## src/rtl/dffram_wb_adapter_pkg.sv

```systemverilog
// Shared definitions for the DFFRAM Wishbone front-end and the RAM wrapper.
//   state_t            : adapter FSM state encoding (IDLE/RESP)
//   DEFAULT_BASE_ADDR  : default byte base address of the RAM window
//   a_width()          : RAM word-address width for a given column count
package dffram_pkg;

    typedef enum logic {
        IDLE = 1'b0,
        RESP = 1'b1
    } state_t;

    localparam logic [31:0] DEFAULT_BASE_ADDR = 32'h3000_0000;

    function automatic int unsigned a_width(input int unsigned cols);
        return 8 + $clog2(cols);
    endfunction

endpackage

```

## src/rtl/dffram_wb_adapter_if.sv

```systemverilog
// Wishbone-classic slave bus bundle for dffram_wb_adapter.
//   wb_cyc_i/wb_stb_i/wb_we_i : cycle, strobe, write enable
//   wb_sel_i                  : byte selects
//   wb_adr_i/wb_dat_i         : byte address, write data
//   wb_dat_o/wb_ack_o/wb_err_o: read data, acknowledge, error
interface dffram_wb_adapter_if;

    logic        wb_cyc_i;
    logic        wb_stb_i;
    logic        wb_we_i;
    logic [3:0]  wb_sel_i;
    logic [31:0] wb_adr_i;
    logic [31:0] wb_dat_i;
    logic [31:0] wb_dat_o;
    logic        wb_ack_o;
    logic        wb_err_o;

    modport master (
        output wb_cyc_i, wb_stb_i, wb_we_i, wb_sel_i, wb_adr_i, wb_dat_i,
        input  wb_dat_o, wb_ack_o, wb_err_o
    );

    modport slave (
        input  wb_cyc_i, wb_stb_i, wb_we_i, wb_sel_i, wb_adr_i, wb_dat_i,
        output wb_dat_o, wb_ack_o, wb_err_o
    );

endinterface

```

## src/rtl/dffram_wb_adapter.sv

```systemverilog
// Wishbone-classic slave adapter in front of one DFFRAM macro.
// Converts single bus cycles into RAM EN/WE/A/Di strobes and returns the
// RAM's registered Do during the single-cycle response.
// Ports:
//   CLK, RSTn : shared clock, asynchronous active-low reset
//   wb        : Wishbone slave bundle (dffram_wb_adapter_if.slave)
//   ram_en, ram_we, ram_a, ram_di : strobes to the RAM
//   ram_do    : registered read data from the RAM
// Optional build macro DFFRAM_WB_ERR_EN: invalid addresses answer with
// wb_err_o instead of wb_ack_o. Without it wb_err_o is tied low.
module dffram_wb_adapter
    import dffram_pkg::*;
#(
    parameter int unsigned COLS      = 1,
    parameter int unsigned A_WIDTH   = a_width(COLS),
    parameter int unsigned DEPTH     = 128 * COLS,
    parameter logic [31:0] BASE_ADDR = DEFAULT_BASE_ADDR
) (
    input  logic               CLK,
    input  logic               RSTn,
    dffram_wb_adapter_if.slave wb,
    output logic               ram_en,
    output logic [3:0]         ram_we,
    output logic [A_WIDTH-1:0] ram_a,
    output logic [31:0]        ram_di,
    input  logic [31:0]        ram_do
);

    // Window covers 4 * 2^A_WIDTH bytes; everything above it must match BASE_ADDR.
    localparam logic [31:0] WIN_MASK = ~((32'd4 << A_WIDTH) - 32'd1);

    state_t             state;
    logic               was_read;
    logic               was_valid;
    logic               ack_q;
    logic               hit;
    logic               valid;
    logic               req;
    logic [A_WIDTH-1:0] word;

    always_comb begin
        hit   = (wb.wb_adr_i & WIN_MASK) == BASE_ADDR;
        word  = wb.wb_adr_i[A_WIDTH+1:2];
        valid = hit && (32'(word) < DEPTH);
        req   = wb.wb_cyc_i && wb.wb_stb_i && (state == IDLE);
    end

    // RAM strobes are gated by RSTn so the macro is never enabled in reset.
    always_comb begin
        ram_en = req && valid && RSTn;
        ram_we = (req && valid && wb.wb_we_i && RSTn) ? wb.wb_sel_i : 4'b0;
        ram_a  = word;
        ram_di = wb.wb_dat_i;
    end

`ifdef DFFRAM_WB_ERR_EN
    logic err_q;

    always_ff @(posedge CLK or negedge RSTn) begin
        if (!RSTn) begin
            state     <= IDLE;
            was_read  <= 1'b0;
            was_valid <= 1'b0;
            ack_q     <= 1'b0;
            err_q     <= 1'b0;
        end else begin
            case (state)
                IDLE: if (req) begin
                    state     <= RESP;
                    was_read  <= !wb.wb_we_i;
                    was_valid <= valid;
                    ack_q     <= valid;
                    err_q     <= !valid;
                end
                RESP: begin
                    state <= IDLE;
                    ack_q <= 1'b0;
                    err_q <= 1'b0;
                end
                default: state <= IDLE;
            endcase
        end
    end

    assign wb.wb_err_o = err_q;
`else
    always_ff @(posedge CLK or negedge RSTn) begin
        if (!RSTn) begin
            state     <= IDLE;
            was_read  <= 1'b0;
            was_valid <= 1'b0;
            ack_q     <= 1'b0;
        end else begin
            case (state)
                IDLE: if (req) begin
                    state     <= RESP;
                    was_read  <= !wb.wb_we_i;
                    was_valid <= valid;
                    ack_q     <= 1'b1;
                end
                RESP: begin
                    state <= IDLE;
                    ack_q <= 1'b0;
                end
                default: state <= IDLE;
            endcase
        end
    end

    assign wb.wb_err_o = 1'b0;
`endif

    assign wb.wb_ack_o = ack_q;
    // RAM Do is valid only in the response cycle of a read; zero otherwise.
    assign wb.wb_dat_o = (ack_q && was_read && was_valid) ? ram_do : '0;

endmodule

```

## src/flat_wrapper.sv

```systemverilog
// flat-port wrapper written by rule: the top's interface ports become plain ports
module dffram_wb_adapter_flat import dffram_pkg::*;
#(
    parameter int unsigned COLS      = 1,
    parameter int unsigned A_WIDTH   = a_width(COLS),
    parameter int unsigned DEPTH     = 128 * COLS,
    parameter logic [31:0] BASE_ADDR = DEFAULT_BASE_ADDR
)
  (CLK, RSTn, ram_en, ram_we, ram_a, ram_di, ram_do, wb_wb_cyc_i, wb_wb_stb_i, wb_wb_we_i, wb_wb_sel_i, wb_wb_adr_i, wb_wb_dat_i, wb_wb_dat_o, wb_wb_ack_o, wb_wb_err_o);
  dffram_wb_adapter_if wb_i ();
  input  logic CLK;
  input  logic RSTn;
  output logic ram_en;
  output logic [3:0] ram_we;
  output logic [A_WIDTH-1:0] ram_a;
  output logic [31:0] ram_di;
  input  logic [31:0] ram_do;
  input wire logic [$bits(wb_i.wb_cyc_i)-1:0] wb_wb_cyc_i;
  input wire logic [$bits(wb_i.wb_stb_i)-1:0] wb_wb_stb_i;
  input wire logic [$bits(wb_i.wb_we_i)-1:0] wb_wb_we_i;
  input wire logic [$bits(wb_i.wb_sel_i)-1:0] wb_wb_sel_i;
  input wire logic [$bits(wb_i.wb_adr_i)-1:0] wb_wb_adr_i;
  input wire logic [$bits(wb_i.wb_dat_i)-1:0] wb_wb_dat_i;
  output wire logic [$bits(wb_i.wb_dat_o)-1:0] wb_wb_dat_o;
  output wire logic [$bits(wb_i.wb_ack_o)-1:0] wb_wb_ack_o;
  output wire logic [$bits(wb_i.wb_err_o)-1:0] wb_wb_err_o;
  assign wb_i.wb_cyc_i = wb_wb_cyc_i;
  assign wb_i.wb_stb_i = wb_wb_stb_i;
  assign wb_i.wb_we_i = wb_wb_we_i;
  assign wb_i.wb_sel_i = wb_wb_sel_i;
  assign wb_i.wb_adr_i = wb_wb_adr_i;
  assign wb_i.wb_dat_i = wb_wb_dat_i;
  assign wb_wb_dat_o = wb_i.wb_dat_o;
  assign wb_wb_ack_o = wb_i.wb_ack_o;
  assign wb_wb_err_o = wb_i.wb_err_o;
  dffram_wb_adapter #(.COLS(COLS), .A_WIDTH(A_WIDTH), .DEPTH(DEPTH), .BASE_ADDR(BASE_ADDR)) u_core (.CLK(CLK), .RSTn(RSTn), .wb(wb_i), .ram_en(ram_en), .ram_we(ram_we), .ram_a(ram_a), .ram_di(ram_di), .ram_do(ram_do));
endmodule
```

## config.mk

```make
export PLATFORM = sky130hd
export DESIGN_NAME = dffram_wb_adapter_flat
export DESIGN_NICKNAME = d
export VERILOG_FILES = /design/src/rtl/dffram_wb_adapter_pkg.sv /design/src/rtl/dffram_wb_adapter_if.sv /design/src/rtl/dffram_wb_adapter.sv /design/src/flat_wrapper.sv
export SDC_FILE = /design/constraint.sdc
export NUM_CORES = 1
export LEC_CHECK = 0
export ABC_AREA = 0
export CORE_AREA = 2 2 72 74
export DETAILED_ROUTE_END_ITERATION = 7
export DIE_AREA = 0 0 74 76
export PLACE_DENSITY = 0.82
export SLEW_MARGIN = 5
export SYNTH_ARGS = -nofsm -noshare
export SYNTH_HDL_FRONTEND = slang
export SYNTH_SLANG_ARGS = --single-unit
```

## constraint.sdc

```tcl
create_clock -name CLK -period 1.4 [get_ports CLK]
set_input_delay 0.28 -clock CLK [delete_from_list [all_inputs] [get_ports CLK]]
set_output_delay 0.28 -clock CLK [all_outputs]
set_load 0.02 [all_outputs]
```

==> Flow_metrics.wiki <==
{| class="wikitable"
! Metric !! Value
|-
| Count of buffer and inverter cells on the critical path || 2
|-
| Total count of hold-check failures in the final report || 0
|-
| Layout Area Growth over Synthesis || 150.5%
|-
| Instance count of the mapped netlist || 108
|-
| Number of remaining DRC errors || 0
|-
| Max-cap violations || 0
|-
| Routed wire length || 2967 microns
|-
| Series of cell instances along the critical path || clkdlybuf4s50_1 -> nand3_1 -> nor3_4 -> buf_6
|-
| Routed wire per std cell || 11.64 microns
|-
| Part of the Yosys area used for sequential elements || 12.54%
|-
| Global-route congestion overflow total || 0
|-
| Global-route wire length before repair || 3891 microns
|-
| Post-synth ARST share || 100.0%
|-
| Area of the mapped netlist || 798.3 sq um
|-
| Dominant synthesized flop cell || sky130_fd_sc_hd__dfrtp_1
|-
| Antenna cell count || 0
|-
| Critical Path Slowest Stage Cell || sky130_fd_sc_hd__clkdlybuf4s50_1
|-
| Biggest fanout along the worst timing path || 5
|-
| Number of vias per cell || 3.929
|-
| Antenna Violating Nets Remaining || 0
|-
| Number of placed cells counting well taps || 241
|-
| Worst min-delay path class || in2async
|-
| GRT Overall Usage || 8.745%
|-
| Number of standard cells in the final layout excluding fillers || 255
|-
| HPWL Detailed || 2193 microns
|-
| Minimum setup slack after placement || -1.055 ns
|-
| Vert. Die Dim || 76 microns
|-
| Distinct cells, synth || 15
|-
| TNS Setup || -2.483 ns
|-
| Fraction of the core area covered by cells at the end of the flow || 40.70%
|-
| Total CTS buffers || 3
|-
| Chip Width || 74 microns
|-
| Unrepaired setup endpoints after global routing || true
|-
| Worst IR Drop VDD || 0.3286 mV
|-
| Leakage Power || 0.9378 nW
|-
| Setup slack after layout || -0.2188 ns
|-
| Startpoint Class || input pin
|-
| Fraction of synthesized cell area taken by the top area cell type || 38.56%
|-
| Cell taking the most area after synthesis || sky130_fd_sc_hd__buf_4
|-
| Number of flops mapped to enable cells by yosys || 0
|-
| Met2 routing resource usage after global routing || 14.46%
|-
| Final weighted congestion of routability-driven global placement || 0.6442
|-
| Most used standard cells in the synthesized netlist || sky130_fd_sc_hd__buf_4, sky130_fd_sc_hd__and2_1, sky130_fd_sc_hd__nor3_1
|-
| Synth Register Bits || 4
|-
| Initial antenna violation count || 0
|-
| Crit path capture type || output port
|-
| Kind of cell with the highest combined delay on the critical path || buffers and inverters
|-
| Buffer depth of the longest clock path || 2
|-
| Total of endpoints with negative setup slack in the final report || 40
|-
| Maximum number of pins on one net before global-route repair || 33
|-
| Setup skew after layout || 0.002307 ns
|-
| DR vias || 1002
|-
| Row Count || 26
|-
| Power per standard cell area || 326.4 mW/mm^2
|-
| Peak-usage layer in the global routing report || met2
|-
| CP peak stage delay || 0.56 ns
|-
| Post-synthesis area per instance || 7.391 sq um
|-
| Syn_nets || 213
|-
| Cts-stage hold buffer count || 0
|-
| Critical path start-end classification || in2out
|-
| Post-layout minimum cycle time || 1.619 ns
|-
| Count of yosys warnings during synthesis || 0
|-
| Clk_lat worst skew || 0.22 ns
|-
| Clock sinks || 4
|-
| Max H-tree Level || 1
|-
| Fraction of layout instances using a drive strength above 1 || 64.86%
|-
| Dominant cell by count in the synthesized netlist || sky130_fd_sc_hd__buf_4
|-
| Result of the run || finished with violations
|-
| Global-route track usage on met3 || 6.481%
|-
| Largest cells by area after synthesis || sky130_fd_sc_hd__buf_4, sky130_fd_sc_hd__and2_1, sky130_fd_sc_hd__dfrtp_1
|-
| Share of the clock period used by the worst path after layout || 115.6%
|-
| Io pins || 184
|-
| Iteration-0 DRC count of the detailed router || 14
|-
| Number of global-route vias before repair || 893
|-
| Buffer cell driving the clock tree root || sky130_fd_sc_hd__clkbuf_8
|-
| Worst EP arrival || 1.34 ns
|-
| Die outline area || 0.005624 sq mm
|-
| Met1 usage || 7.842%
|-
| Worst path required time || 1.12 ns
|-
| Final Max Tran Viols || 0
|-
| FMAX || 617.7 MHz
|-
| Core outline area || 0.004912 sq mm
|-
| Starting density of the core || 16.25%
|-
| Clock slew seen by the registers of the worst setup and hold paths || 0.03 ns
|-
| Count of input and output buffers || 102
|-
| Clock tree from TritonCTS || yes
|-
| Violations in the final reports || negative setup slack
|-
| Final net count || 292
|-
| Number of optimization iterations in the first detailed-route pass || 4
|}
logic make-up after synthesis:
group	count (synthesis)	synth area share, %
other	1	0.4698
DFF	4	12.54
and+or+nand+nor	53	43.73
AOI/OAI and AO/OA	3	1.880
buffers and inverters	47	41.38
sequential cells by signal, summed over array words and instances (netlist names):
name,cells
u_core.was_valid,1
u_core.was_read,1
u_core.wb.wb_ack_o,1
u_core.state,1
routing by layer:
metal / up-vias / wire (microns) / part of all wire [%]
met2: 97 / 1366 / 46
met4: 0 / 36 / 1.2
li1: 465 / - / -
met5: - / 0 / 0
met1: 435 / 972 / 33
met3: 5 / 592 / 20
worst paths after layout:
path                                   startpoint                             end  slack (ns)  cells past startpoint
max reg2reg                u_core.state$_DFF_PN0_    u_core.was_valid$_DFFE_PN0P_       -0.18                     10
max                                    wb_wb_we_i                       ram_we[2]       -0.22                      4
min reg2reg                u_core.state$_DFF_PN0_  u_core.wb.wb_ack_o$_DFFE_PN0P_        0.45                      1
max in group asynchronous                    RSTn     u_core.was_read$_DFFE_PN0P_        1.06                      2
min                                          RSTn  u_core.wb.wb_ack_o$_DFFE_PN0P_        0.23                      2
min in group CLK           u_core.state$_DFF_PN0_  u_core.wb.wb_ack_o$_DFFE_PN0P_        0.45                      1
cell usage in the layout (no fill, tap or decap):
| cell | Yosys | routed |
|---|---|---|
| sky130_fd_sc_hd__dfrtp_1 | 4 | 1 |
| sky130_fd_sc_hd__nand3_4 | 0 | 1 |
| sky130_fd_sc_hd__nor3_1 | 6 | 1 |
| sky130_fd_sc_hd__conb_1 | 1 | 1 |
| sky130_fd_sc_hd__buf_4 | 41 | 7 |
| sky130_fd_sc_hd__nand3b_1 | 1 | 1 |
| sky130_fd_sc_hd__clkdlybuf4s15_2 | 0 | 1 |
| sky130_fd_sc_hd__nor4bb_4 | 0 | 1 |
| sky130_fd_sc_hd__nand2_1 | 2 | 1 |
| sky130_fd_sc_hd__buf_2 | 0 | 8 |
| sky130_fd_sc_hd__buf_6 | 0 | 47 |
| sky130_fd_sc_hd__clkdlybuf4s50_1 | 0 | 38 |
| sky130_fd_sc_hd__o21ai_1 | 0 | 1 |
| sky130_fd_sc_hd__dfrtp_2 | 0 | 3 |
| sky130_fd_sc_hd__nand3_1 | 5 | 4 |
| sky130_fd_sc_hd__dlygate4sd2_1 | 0 | 8 |
| sky130_fd_sc_hd__clkbuf_2 | 0 | 1 |
| sky130_fd_sc_hd__clkdlybuf4s15_1 | 0 | 5 |
| sky130_fd_sc_hd__clkbuf_8 | 0 | 3 |
| sky130_fd_sc_hd__inv_2 | 0 | 1 |
| sky130_fd_sc_hd__nand2_2 | 0 | 1 |
| sky130_fd_sc_hd__inv_1 | 3 | 2 |
| sky130_fd_sc_hd__and3_4 | 0 | 4 |
| sky130_fd_sc_hd__and2_4 | 0 | 32 |
| sky130_fd_sc_hd__nand4_4 | 0 | 1 |
| sky130_fd_sc_hd__nor4_4 | 0 | 4 |
| sky130_fd_sc_hd__o21ai_0 | 3 | 2 |
| sky130_fd_sc_hd__nor3_4 | 0 | 5 |
power by group:
group / leakage (nW) / switching [mW] / internal (mW)
registers: 0.0470 / 0.0152 / 0.128
clock network: 0.0216 / 0.0604 / 0.183
logic: 0.869 / 0.0823 / 0.183
total: 0.938 / 0.158 / 0.495
stage by stage:
| step | power (mW) | instance area, sq um | hold WS, ns |
|---|---|---|---|
| after CTS | 0.6328 | 1792 | 0.2196 |
| final | 0.6527 | 1999 | 0.2271 |
| after global placement | 0.3898 | 1803 | 0.4328 |
| after global routing | 0.6935 | 1999 | 0.2509 |
| after floorplan | 0.3396 | 963.4 | -0.01559 |
| after detailed placement | 0.3938 | 1803 | 0.4415 |
final cells by class:
class	instances	area, sq um
inverters	3	11.26
well taps	70	87.58
flip-flops and latches	4	103.9
fillers	483	2913
multi-input cells	60	616.8
repair buffers	115	1139
clock buffers	3	41.29
timing repair:
item                       in CTS  in global routing
pin swaps                      13                 29
cloned                          0                  3
setup buffers                   7                  2
resized for setup             274                 71
setup endpoints to repair      40                 40
Note: power is estimated with default switching activity, not from simulation.
